## src/rtl/regfile_writeback_queue.sv

```systemverilog
// Register-file write-back queue: merges load and ALU results in order and drains one per cycle.
// Pending entries are forwarded to two read selectors, and the youngest match wins.

module regfile_writeback_queue_fwd #(
  parameter int DEPTH  = 4,
  parameter int WORD_W = 32,
  parameter int SEL_W  = 5
) (
  input  logic [DEPTH-1:0]             occ,
  input  logic [DEPTH-1:0][SEL_W-1:0]  sels,
  input  logic [DEPTH-1:0][WORD_W-1:0] dats,
  input  logic [SEL_W-1:0]             sel,
  output logic                         hit,
  output logic [WORD_W-1:0]            dat
);
  // Entries are in age order (0 = head), so the last match is the youngest.
  always_comb begin
    hit = 1'b0;
    dat = '0;
    for (int i = 0; i < DEPTH; i++) begin
      if (occ[i] && sels[i] == sel && sel != '0) begin
        hit = 1'b1;
        dat = dats[i];
      end
    end
  end
endmodule

module regfile_writeback_queue #(
  parameter int DEPTH  = 4,
  parameter int WORD_W = 32,
  parameter int SEL_W  = 5
) (
  input  logic                       clk,
  input  logic                       nrst,
  input  logic                       mem_valid,
  output logic                       mem_ready,
  input  logic [SEL_W-1:0]           mem_sel,
  input  logic [WORD_W-1:0]          mem_dat,
  input  logic                       alu_valid,
  output logic                       alu_ready,
  input  logic [SEL_W-1:0]           alu_sel,
  input  logic [WORD_W-1:0]          alu_dat,
  output logic                       rf_wen,
  output logic [SEL_W-1:0]           rf_wsel,
  output logic [WORD_W-1:0]          rf_wdat,
  input  logic [SEL_W-1:0]           fwd_sel1,
  output logic                       fwd_hit1,
  output logic [WORD_W-1:0]          fwd_dat1,
  input  logic [SEL_W-1:0]           fwd_sel2,
  output logic                       fwd_hit2,
  output logic [WORD_W-1:0]          fwd_dat2,
  output logic [$clog2(DEPTH+1)-1:0] count,
  output logic                       empty,
  output logic                       full
);
  localparam int PW = $clog2(DEPTH);
  localparam int CW = $clog2(DEPTH+1);
  localparam int NP = 2;

  typedef struct packed {
    logic [SEL_W-1:0]  sel;
    logic [WORD_W-1:0] dat;
  } entry_t;

  entry_t [DEPTH-1:0] ent;
  logic [PW-1:0]      rd_ptr, wr_ptr;
  logic [CW:0]        free;
  logic               pop, mem_keep, alu_keep;
  entry_t             head;

  assign empty = (count == '0);
  assign full  = (count == CW'(DEPTH));
  assign pop   = !empty;
  // Head slot frees on this edge, so it counts as free whenever occupied.
  assign free  = (CW+1)'(DEPTH) - {1'b0, count} + {{CW{1'b0}}, pop};
  assign mem_ready = (free >= (CW+1)'(1));
  assign alu_ready = (free >= (CW+1)'(2));

  // x0 pushes handshake normally but never occupy a slot.
  assign mem_keep = mem_valid && mem_ready && (mem_sel != '0);
  assign alu_keep = alu_valid && alu_ready && (alu_sel != '0);

  assign head    = ent[rd_ptr];
  assign rf_wen  = !empty;
  assign rf_wsel = empty ? '0 : head.sel;
  assign rf_wdat = empty ? '0 : head.dat;

  always_ff @(posedge clk) begin
    if (!nrst) begin
      rd_ptr <= '0;
      wr_ptr <= '0;
      count  <= '0;
    end else begin
      if (mem_keep) ent[wr_ptr] <= '{sel: mem_sel, dat: mem_dat};
      if (alu_keep) ent[wr_ptr + PW'(mem_keep)] <= '{sel: alu_sel, dat: alu_dat};
      wr_ptr <= wr_ptr + PW'(mem_keep) + PW'(alu_keep);
      if (pop) rd_ptr <= rd_ptr + 1'b1;
      count <= count + CW'(mem_keep) + CW'(alu_keep) - CW'(pop);
    end
  end

  // Age-ordered view of the ring for the forwarding lanes.
  logic [DEPTH-1:0]             occ;
  logic [DEPTH-1:0][SEL_W-1:0]  ord_sel;
  logic [DEPTH-1:0][WORD_W-1:0] ord_dat;

  for (genvar i = 0; i < DEPTH; i++) begin : g_ord
    assign occ[i]     = (CW'(i) < count);
    assign ord_sel[i] = ent[rd_ptr + PW'(i)].sel;
    assign ord_dat[i] = ent[rd_ptr + PW'(i)].dat;
  end

  logic [NP-1:0][SEL_W-1:0]  fsel;
  logic [NP-1:0]             fhit;
  logic [NP-1:0][WORD_W-1:0] fdat;

  assign fsel = {fwd_sel2, fwd_sel1};

  regfile_writeback_queue_fwd #(
    .DEPTH(DEPTH), .WORD_W(WORD_W), .SEL_W(SEL_W)
  ) u_fwd [NP-1:0] (
    .occ (occ),
    .sels(ord_sel),
    .dats(ord_dat),
    .sel (fsel),
    .hit (fhit),
    .dat (fdat)
  );

  assign fwd_hit1 = fhit[0];
  assign fwd_dat1 = fdat[0];
  assign fwd_hit2 = fhit[1];
  assign fwd_dat2 = fdat[1];
endmodule
```

## config.mk

```make
export PLATFORM = sky130hd
export DESIGN_NAME = regfile_writeback_queue
export DESIGN_NICKNAME = d
export VERILOG_FILES = /design/src/rtl/regfile_writeback_queue.sv
export SDC_FILE = /design/constraint.sdc
export NUM_CORES = 1
export LEC_CHECK = 0
export BUFFER_PORTS_ARGS = -buffer_cell sky130_fd_sc_hd__clkbuf_2
export CELL_PAD_IN_SITES_DETAIL_PLACEMENT = 0
export CELL_PAD_IN_SITES_GLOBAL_PLACEMENT = 2
export CORE_AREA = 2 2 222 224
export CTS_BUF_LIST = sky130_fd_sc_hd__clkbuf_8
export DETAILED_ROUTE_END_ITERATION = 8
export DIE_AREA = 0 0 224 226
export PLACE_DENSITY_LB_ADDON = 0.3
export SYNTH_ARGS = -nofsm -noshare
export SYNTH_HDL_FRONTEND = slang
export SYNTH_SLANG_ARGS = --single-unit
```

## constraint.sdc

```tcl
create_clock -name clk -period 3.25 [get_ports clk]
set_input_delay 0 -clock clk [delete_from_list [all_inputs] [get_ports clk]]
set_output_delay 0 -clock clk [all_outputs]
set_load 0.01 [all_outputs]
```

==> key figures, run 1 <==
Run status
  – Status: complete, but fails checks
  – Failing checks: negative setup slack

Yosys
  – Synth Area in Simple Gates: 16.76%
  – XOR/XNOR share of the synthesized area: 2.335%
  – Synthesized area per cell: 8.117 um^2
  – Post-Syn Area: 15760 um^2
  – Syn_nets: 2039
  – Synth async-reset ratio: 0%
  – Seq/Total Area, Yosys: 29.10%
  – Mapped Cells: 1941
  – Adder-Cell Fraction of Synth Area: 0.8895%
  – Mux cell area share after synthesis: 21.79%
  – Seq cells post-synth: 155
  – Synth Area in Compound Gates: 23.50%
  – Yosys warnings: 0
  – Largest family of logic cells by synthesized area: compound AO/OA/AOI/OAI gates
  – Synth unique cells: 62
  – Main synth FF type: edfxtp_1
  – Post-synth EDFFs: 148

STA
  – Final setup fails: 65
  – Unrepaired setup endpoints after global routing: true
  – Setup tns final: -19450 ps
  – Slew @ Worst Pin: 903.3 ps
  – Rel. slew slack: 39.78%
  – Max Clk Rate: 0.2744 GHz
  – Post-layout min period: 3644 ps
  – Fin worst setup slack: -394.4 ps
  – Final Hold Viols: 0
  – Fin. max-slew vios: 0
  – Clock Skew: 13.16 ps
  – Final period utilization: 112.1%

GRT
  – Vias in the first global route: 16080
  – GRT Util Overall: 27.08%
  – Antenna violations before repair: 4
  – Largest net degree at the start of global routing: 147
  – Global route overflow: 0
  – First-pass GRT wire length: 103.1 mm

Drt
  – Post-Route WL: 72.21 mm
  – Final antenna-violating net count: 0
  – # DRC: 0
  – Initial DRC count: 1520
  – DR WL/cell: 25.07 um
  – Routed vias/inst: 5.970
  – Via count: 17200
  – Detailed Routing Iterations Pass 1: 5

Critical path
  – CP required: 3250 ps
  – Reg2reg setup slack: 170 ps
  – Crit path from: rd_ptr[1]
  – Maximum fanout along the worst path: 17
  – Worst setup path category: register to output pin
  – Reg2reg start: count[2]
  – CP max stage delay: 420 ps
  – Crit path to: fwd_dat2[12]
  – Crit-path most repeated cell: buf_12
  – Startpoint Class: register
  – Worst r2r path cells: 13
  – Worst-path cell chain: mux2_4 > a32o_2 > a2111o_1 > a2111o_2 > buf_12 > buf_12 > o31ai_2 > o32ai_1 > a311oi_1 > a21oi_1 > buf_2
  – CP Data Arrival Time: 3640 ps
  – Worst r2r dst: count[2]
  – Max stage delay cell, worst path: dfxtp_4
  – CP endpoint kind: output pin

Power
  – Leak Pwr: 8.247 nW
  – Worst IR Drop VDD: 0.7197 mV
  – Power, Total: 21.05 mW
  – Cell Pwr Density: 955.2 nW/um^2

Die
  – Row cnt: 81
  – Chip height: 226 um
  – Num ports: 199
  – Initial Utilization: 32.59%
  – CORE AREA: 48340 um^2
  – DIE AREA: 50620 um^2
  – Die W: 224 um

Clock network
  – Worst-path clk slew: 100 ps
  – Worst skew pair latency: 590 ps
  – Clock Tree Root: clkbuf_8
  – Total CTS buffers: 17
  – CTS tree: built
  – CTS sink cnt: 155
  – CTS H-Tree Depth: 4
  – CTS Buffer Depth: 2

Placement
  – Port Buffers: 198
  – Placed inst area: 18040 um^2
  – Dpl hpwl: 41.70 mm
  – RD Place Congestion: 0.8802

Final layout
  – Layout cells sized above 1: 33.53%
  – Final Cell Area: 22040 um^2
  – Synthesis-to-layout area growth: 39.87%
  – Nets: 2340

Worst hold path
  – Hold Path Class: primary input to register

Run
  – Max-Cap Viols: 0
-- per-stage QoR --
step / cells / setup WS (ps) / util (%) / hold WS [ps]
floorplan: 1941 / 2.697 / - / 112.5
global placement: 2663 / 36.57 / 37.31 / 338.1
detailed placement: 2663 / -19.89 / 37.31 / 337.4
CTS: 2824 / -379.8 / 42.61 / 138.9
global route: 2879 / -520.2 / 45.58 / 201.3
finish: 2880 / -394.4 / 45.58 / 187.4
-- synth_stat cells (all sizes together) (13+ instances only) --
library cell  count  share of area (%)
mux2i           232                 15
buf              66                2.0
o22ai            50                2.0
xnor2            23                1.3
a311oi           25                1.4
mux4             16                2.3
o31ai            55                2.7
nand2           219                5.3
clkbuf          132                3.1
a21oi           162                5.2
o21ai           148                4.7
and2             15               0.60
mux2             66                4.7
nor3             60                1.9
xor2             19                1.1
o32ai            22                1.2
nor2            250                6.0
inv              17               0.41
a211oi           54                2.6
nor2b            13               0.52
edfxtp          148                 28
nand3            28               0.89
a22oi            34                1.6
-- worst max-delay path: cells and delay by family, from the launching register on --
kind / cells / cell delay [ps]
compound gates: 7 / 1800
buf+inv: 3 / 500
flops: 1 / 420
mux: 1 / 330
-- where the power goes --
part	internal, mW	switching (mW)
combinational	6.50	8.95
sequential	3.22	0.868
clock	0.603	0.910
total	10.3	10.7
-- what timing repair did --
| item | CTS | global route |
|---|---|---|
| setup endpoints to repair | 66 | 158 |
| pin swaps | 80 | 104 |
| resized for setup | 170 | 231 |
| hold endpoints to repair | 216 | 0 |
| buffers inserted | 44 | 47 |
| hold buffers | 75 | 0 |
| cloned | 12 | 11 |
-- sequential cells by signal, indices dropped and copies added, names as in the netlist --
| signal | flops |
|---|---|
| count | 3 |
| ent | 148 |
| rd_ptr | 2 |
| wr_ptr | 2 |
-- worst min path at each step --
| stage | to | start | depth (start not counted) | slack, ps |
|---|---|---|---|---|
| 2_1_floorplan | ent[0] | nrst | 0 | 110 |
| 3_3_place_gp | ent[105] | alu_dat[31] | 3 | 340 |
| 3_5_place_dp | ent[79] | alu_dat[5] | 3 | 340 |
| 4_1_cts | wr_ptr[0] | alu_valid | 4 | 140 |
| 5_1_grt | wr_ptr[0] | alu_valid | 4 | 200 |
| 6_report | wr_ptr[0] | alu_valid | 4 | 190 |
-- final cells by class --
cell class                 count  area [um^2]
antenna                        3        7.507
timing repair buffer         478         4394
inverter                      18        71.32
clock inverter                15        123.9
tap                          622        778.2
clock buffer                  17        234.0
fill                        4700        26310
sequential                   155         4594
multi-input combinational   1572        11830
-- cell families after synthesis --
| logic type | count (synthesis) |
|---|---|
| buf+inv | 216 |
| compound gates | 584 |
| simple gates | 620 |
| mux | 314 |
| fa+ha+maj | 10 |
| xor+xnor | 42 |
| flops | 155 |
-- routing by layer --
metal / up-vias / share of wire, % / global-route usage [%]
li1: 7888 / - / -
met1: 8434 / 42 / 35.22
met2: 717 / 47 / 44.64
met3: 154 / 6.7 / 4.749
met4: 2 / 3.7 / 10.65
met5: - / 0.015 / 0
-- layout by cell type (no fill, tap or decap), types with 37 or more instances in the layout --
cell / count
a211oi_1: 49
a21oi_1: 148
buf_12: 37
buf_2: 38
buf_4: 115
clkbuf_2: 150
dlygate4sd3_1: 75
edfxtp_1: 148
mux2_2: 64
mux2i_1: 226
nand2_1: 212
nor2_1: 236
nor3_1: 44
o21ai_0: 128
Note: power is estimated with default switching activity, not from simulation.
==> inputs of run 2 (changes only) <==
==> constraint.sdc (replaced) <==
create_clock -name clk -period 3.25 [get_ports clk]
set_input_delay 0 -clock clk [delete_from_list [all_inputs] [get_ports clk]]
set_output_delay 0 -clock clk [all_outputs]
set_load 0.005 [all_outputs]
==> key figures, run 2 (synthesized netlist as in run 1, its figures left out) <==
Run status
  – Status: complete, but fails checks (unchanged)
  – Failing checks: negative setup slack (unchanged)

Critical path
  – Maximum fanout along the worst path: 9 (was 17)
  – Worst-path cell chain: buf_4 > mux4_2 > buf_6 > xnor2_2 > nand4_1 > nor4_1 > buf_4 > nor2_4 > nor2_4 > clkbuf_16 > o211ai_1 > a22oi_1 > clkbuf_2 (was mux2_4 > a32o_2 > a2111o_1 > a2111o_2 > buf_12 > buf_12 > o31ai_2 > o32ai_1 > a311oi_1 > a21oi_1 > buf_2)
  – Max stage delay cell, worst path: mux4_2 (was dfxtp_4)
  – Worst setup path category: register to output pin (unchanged)
  – CP endpoint kind: output pin (unchanged)
  – CP max stage delay: 520 ps (was 420 ps)
  – CP Data Arrival Time: 3650 ps (was 3640 ps)
  – CP required: 3250 ps (about the same)
  – Startpoint Class: register (unchanged)

STA
  – Hold_ws: 213.1 ps (was 187.4 ps)
  – Slew @ Worst Pin: 1093 ps (was 903.3 ps)
  – Final period utilization: 112.2% (was 112.1%)
  – Fin worst setup slack: -395.7 ps (was -394.4 ps)
  – Max Clk Rate: 0.2743 GHz (was 0.2744 GHz)
  – Final setup fails: 64 (was 65)
  – Unrepaired setup endpoints after global routing: true (unchanged)
  – Setup tns final: -20930 ps (was -19450 ps)
  – Fin. max-slew vios: 0 (unchanged)
  – Rel. slew slack: 27.14% (was 39.78%)
  – Clock Skew: 23.98 ps (was 13.16 ps)
  – Final Hold Viols: 0 (unchanged)
  – Post-layout min period: 3646 ps (was 3644 ps)

Drt
  – Final antenna-violating net count: 0 (unchanged)
  – # DRC: 0 (unchanged)
  – Detailed Routing Iterations Pass 1: 5 (unchanged)
  – Initial DRC count: 1690 (was 1520)
  – Routed vias/inst: 5.998 (was 5.970)
  – Post-Route WL: 74.71 mm (was 72.21 mm)
  – DR WL/cell: 25.75 um (was 25.07 um)
  – Via count: 17410 (was 17200)

Clock network
  – CTS Buffer Depth: 2 (unchanged)
  – CTS tree: built (unchanged)
  – Worst-path clk slew: 100 ps (about the same)
  – Total CTS buffers: 17 (unchanged)
  – Clock Tree Root: clkbuf_8 (unchanged)
  – CTS H-Tree Depth: 4 (unchanged)
  – CTS sink cnt: 155 (unchanged)
  – Worst skew pair latency: 590 ps (about the same)

Die
  – Row cnt: 81 (unchanged)
  – Initial Utilization: 32.59% (unchanged)
  – Chip height: 226 um (unchanged)
  – DIE AREA: 50620 um^2 (unchanged)
  – Die W: 224 um (unchanged)
  – Num ports: 199 (unchanged)
  – CORE AREA: 48340 um^2 (unchanged)

Placement
  – Port Buffers: 198 (unchanged)
  – Dpl hpwl: 41.47 mm (was 41.70 mm)
  – Cell count after placement: 2658 (was 2663)
  – Placed inst area: 17940 um^2 (was 18040 um^2)
  – RD Place Congestion: 0.8595 (was 0.8802)

Final layout
  – Layout cells sized above 1: 34.84% (was 33.53%)
  – Most frequent cells in the layout: nor2_1, mux2i_1, nand2_1, clkbuf_2, edfxtp_1 (was nor2_1, mux2i_1, nand2_1, clkbuf_2)
  – Biggest regs: ent (148), count (3) (unchanged)
  – Fill count: 4602 (was 4700)
  – Most common cell after layout, fill and taps aside: nor2_1 (unchanged)
  – Nets: 2364 (was 2340)
  – Non-filler instance count after layout: 2902 (was 2880)
  – Top reg by flops: ent (unchanged)
  – Final Cell Area: 22710 um^2 (was 22040 um^2)
  – Max reg flops: 148 (unchanged)
  – Synthesis-to-layout area growth: 44.14% (was 39.87%)

GRT
  – Vias in the first global route: 16160 (was 16080)
  – Largest net degree at the start of global routing: 102 (was 147)
  – Antenna violations before repair: 2 (was 4)
  – First-pass GRT wire length: 103.6 mm (was 103.1 mm)
  – Global route overflow: 0 (unchanged)
  – GRT Util Overall: 27.17% (was 27.08%)

Power
  – Leak Pwr: 8.540 nW (was 8.247 nW)
  – Worst IR Drop VDD: 0.6490 mV (was 0.7197 mV)
  – Cell Pwr Density: 932.3 nW/um^2 (was 955.2 nW/um^2)

Run
  – Max-Cap Viols: 0 (unchanged)

Worst hold path
  – Hold Path Class: primary input to register (unchanged)
run 2: cell types whose count changed in the layout (fill, tap and decap cells not counted), sizes merged:
cell,change
buf,+10
bufbuf,+2
nand2,-2
diode,-2
clkinvlp,+2
clkbuf,+14
clkinv,-2
run 2: report_power, final:
part           internal [mW]  switching, mW
sequential              3.22          0.840
combinational           6.72           8.89
clock                  0.603          0.902
total                   10.5           10.6
run 2: worst paths after layout:
kind	startpoint	to	slack, ps	cells after the start
worst min-delay path	alu_valid	wr_ptr[0]	210	4
worst max-delay path	ent[32]	fwd_dat1[9]	-400	13
worst max register to register	count[2]	ent[96]	160	13
worst min register to register	ent[44]	ent[44]	680	2
run 2: timing repair:
item | in CTS | in global routing
hold endpoints to repair | 208 | 0
hold buffers | 75 | 0
buffers inserted | 66 | 39
pin swaps | 65 | 74
gates cloned | 17 | 18
endpoints found under the setup margin | 66 | 114
resized for setup | 189 | 251
run 2: through the flow:
stage	utilization [%]	power, mW	setup slack [ps]
after floorplan	-	11.76	19.15
after global placement	37.12	15.82	67.38
after detailed placement	37.12	15.97	17.00
after CTS	43.34	19.33	-401.8
after global routing	46.98	22.41	-529.9
final	46.98	21.17	-395.7
run 2: metal layers:
metal	vias up	track usage [%]	share of wire, %
met1	8564	35.34	42
met2	745	45.45	47
met3	159	3.903	6.6
met5	-	0	0.015
li1	7936	-	-
met4	2	10.69	3.8
run 2: critical path, delay by kind of cell, from the launching register on:
kind,cells,cell delay [ps]
buffers and inverters,5,950
and+or+nand+nor,4,760
muxes,1,520
DFF,1,410
AOI/OAI and AO/OA,2,300
xor gates and xnor gates,1,100
run 2: layout make-up:
cell class	count	area [um^2]	share of cell area [%]
Clock buffer	17	234.0	1.030
Tap cell	622	778.2	3.427
Sequential cell	155	4592	20.22
Antenna cell	1	2.502	0.01102
Inverter	18	71.32	0.3140
Clock inverter	15	128.9	0.5675
Timing Repair Buffer	504	4970	21.88
Multi-Input combinational cell	1570	11930	52.55
==> inputs of run 3 (changes only) <==
--- a/config.mk
+++ b/config.mk
@@ -12,7 +12,7 @@
 export CTS_BUF_LIST = sky130_fd_sc_hd__clkbuf_8
 export DETAILED_ROUTE_END_ITERATION = 8
 export DIE_AREA = 0 0 224 226
-export PLACE_DENSITY_LB_ADDON = 0.3
+export PLACE_DENSITY = 0.86
 export SYNTH_ARGS = -nofsm -noshare
 export SYNTH_HDL_FRONTEND = slang
 export SYNTH_SLANG_ARGS = --single-unit
==> key figures, run 3 (synthesized netlist as in run 1, its figures left out) <==
Run status
  – Status: complete, but fails checks (unchanged)
  – Failing checks: negative setup slack (unchanged)

Power
  – Cell Pwr Density: 930.7 nW/um^2 (was 932.3 nW/um^2)
  – Leak Pwr: 8.203 nW (was 8.540 nW)
  – Worst IR Drop VDD: 0.7183 mV (was 0.6490 mV)

Final layout
  – Synthesis-to-layout area growth: 39.51% (was 44.14%)
  – Top reg by flops: ent (unchanged)
  – Nets: 2327 (was 2364)
  – Biggest regs: ent (148), count (3) (unchanged)
  – Most common cell after layout, fill and taps aside: nor2_1 (unchanged)
  – Fill count: 4661 (was 4602)
  – Most frequent cells in the layout: nor2_1, mux2i_1, nand2_1, clkbuf_2, edfxtp_1 (unchanged)
  – Layout cells sized above 1: 32.40% (was 34.84%)
  – Final Cell Area: 21980 um^2 (was 22710 um^2)
  – Max reg flops: 148 (unchanged)

Critical path
  – CP required: 3250 ps (about the same)
  – Crit path to: fwd_dat2[27] (was fwd_dat1[9])
  – CP Data Arrival Time: 3600 ps (was 3650 ps)
  – Reg2reg setup slack: 220 ps (was 160 ps)
  – Worst setup path category: register to output pin (unchanged)
  – Startpoint Class: register (unchanged)
  – Crit path from: rd_ptr[1] (was ent[32])
  – Worst r2r path cells: 13 (unchanged)
  – Maximum fanout along the worst path: 6 (was 9)
  – Reg2reg start: count[2] (unchanged)
  – Worst r2r dst: ent[12] (was ent[96])
  – CP endpoint kind: output pin (unchanged)

Placement
  – Dpl hpwl: 38.74 mm (was 41.47 mm)
  – Pre-CTS WS: -7.416 ps (was 17.00 ps)
  – RD Place Congestion: 0.8571 (was 0.8595)
  – Placed inst area: 17790 um^2 (was 17940 um^2)
  – Port Buffers: 198 (unchanged)

Clock network
  – Total CTS buffers: 17 (unchanged)
  – CTS tree: built (unchanged)
  – CTS Buffer Depth: 2 (unchanged)
  – Worst skew pair latency: 530 ps (was 590 ps)
  – Worst-path clk slew: 100 ps (about the same)
  – CTS sink cnt: 155 (unchanged)
  – CTS H-Tree Depth: 4 (unchanged)
  – Clock Tree Root: clkbuf_8 (unchanged)

Drt
  – Post-Route WL: 70.68 mm (was 74.71 mm)
  – Detailed Routing Iterations Pass 1: 6 (was 5)
  – DR WL/cell: 24.67 um (was 25.75 um)
  – # DRC: 0 (unchanged)
  – Final antenna-violating net count: 0 (unchanged)
  – Initial DRC count: 1653 (was 1690)
  – Routed vias/inst: 6.008 (was 5.998)
  – Via count: 17210 (was 17410)

STA
  – Max Clk Rate: 0.2777 GHz (was 0.2743 GHz)
  – Final period utilization: 110.8% (was 112.2%)
  – Hold_ws: 24.66 ps (was 213.1 ps)
  – Post-layout min period: 3601 ps (was 3646 ps)
  – Slew @ Worst Pin: 1026 ps (was 1093 ps)
  – Fin worst setup slack: -351.3 ps (was -395.7 ps)
  – Final Hold Viols: 0 (unchanged)
  – Setup tns final: -14860 ps (was -20930 ps)
  – Final setup fails: 64 (unchanged)
  – Clock Skew: 10.55 ps (was 23.98 ps)
  – Rel. slew slack: 31.62% (was 27.14%)
  – Unrepaired setup endpoints after global routing: true (unchanged)
  – Fin. max-slew vios: 0 (unchanged)

GRT
  – Largest net degree at the start of global routing: 173 (was 102)
  – Antenna violations before repair: 3 (was 2)
  – Vias in the first global route: 16560 (was 16160)
  – GRT Util Overall: 26.24% (was 27.17%)
  – Global route overflow: 0 (unchanged)
  – First-pass GRT wire length: 101.1 mm (was 103.6 mm)

Die
  – Num ports: 199 (unchanged)
  – CORE AREA: 48340 um^2 (unchanged)
  – Chip height: 226 um (unchanged)
  – Initial Utilization: 32.59% (unchanged)
  – DIE AREA: 50620 um^2 (unchanged)
  – Row cnt: 81 (unchanged)
  – Die W: 224 um (unchanged)

Worst hold path
  – Hold Path Class: primary input to register (unchanged)

Run
  – Max-Cap Viols: 0 (unchanged)
## run 3: changes by cell type in the layout (fill, tap and decap cells not counted), moves of 9 or more
cell / delta
buf_4: -25
o31ai_1: -9
clkbuf_2: +12
o31ai_2: +10
nand3_1: +14
buf_2: -12
## run 3: how the worst min path moves through the flow
stage          startpoint       end  slack [ps]  cells past startpoint
3_3_place_gp   alu_dat[9]   ent[83]         330                      3
3_5_place_dp   alu_dat[3]   ent[77]         340                      3
4_1_cts              nrst  ent[116]          20                      1
5_1_grt              nrst  ent[144]          40                      1
2_1_floorplan        nrst    ent[0]         110                      0
6_report             nrst   ent[70]          20                      1
## run 3: area by class of cell
type,count,area (um^2),share of cell area (%)
diodes,2,5.005,0.02277
clock buffers,17,234.0,1.064
clock inverters,14,131.4,0.5977
inverters,18,71.32,0.3245
multi-input cells,1572,11650,52.99
flip-flops and latches,155,4592,20.89
well taps,622,778.2,3.541
repair buffers,465,4521,20.57
## run 3: routing by layer
metal	vias up	track usage [%]	part of all wire (%)
li1	7845	-	-
met1	8305	33.26	40
met2	846	43.32	47
met3	216	3.994	7.1
met4	2	13.51	5.3
met5	-	0	0.018
## run 3: what timing repair did
item                                    CTS  global route
hold buffers                             74             0
buffers inserted                         63            24
endpoints found under the setup margin   66           209
cloned                                   21            12
endpoints found under the hold margin   148             0
pin swaps                                77            67
resized for setup                       217           148
## run 3: per-stage QoR
step	cells	total power, mW	util, %
final	2865	20.46	45.47
after global routing	2865	21.65	45.47
after CTS	2830	19.28	43.50
after detailed placement	2641	15.73	36.81
after global placement	2641	15.53	36.81
after floorplan	1941	11.76	-
## run 3: report_power, final
group / switching [mW] / internal, mW / total, mW
Combinational: 8.43 / 6.43 / 14.9
Sequential: 0.858 / 3.22 / 4.08
Clock: 0.852 / 0.664 / 1.52
## run 3: worst max-delay path: stages (launching register included)
cell and delay [ps]:
dfxtp_4 430, buf_12 120, mux4_2 580, xnor2_2 180
nand4_1 100, or4_4 610, buf_12 200, a21boi_4 220
o2111ai_2 150, a22oi_2 280, buf_2 170
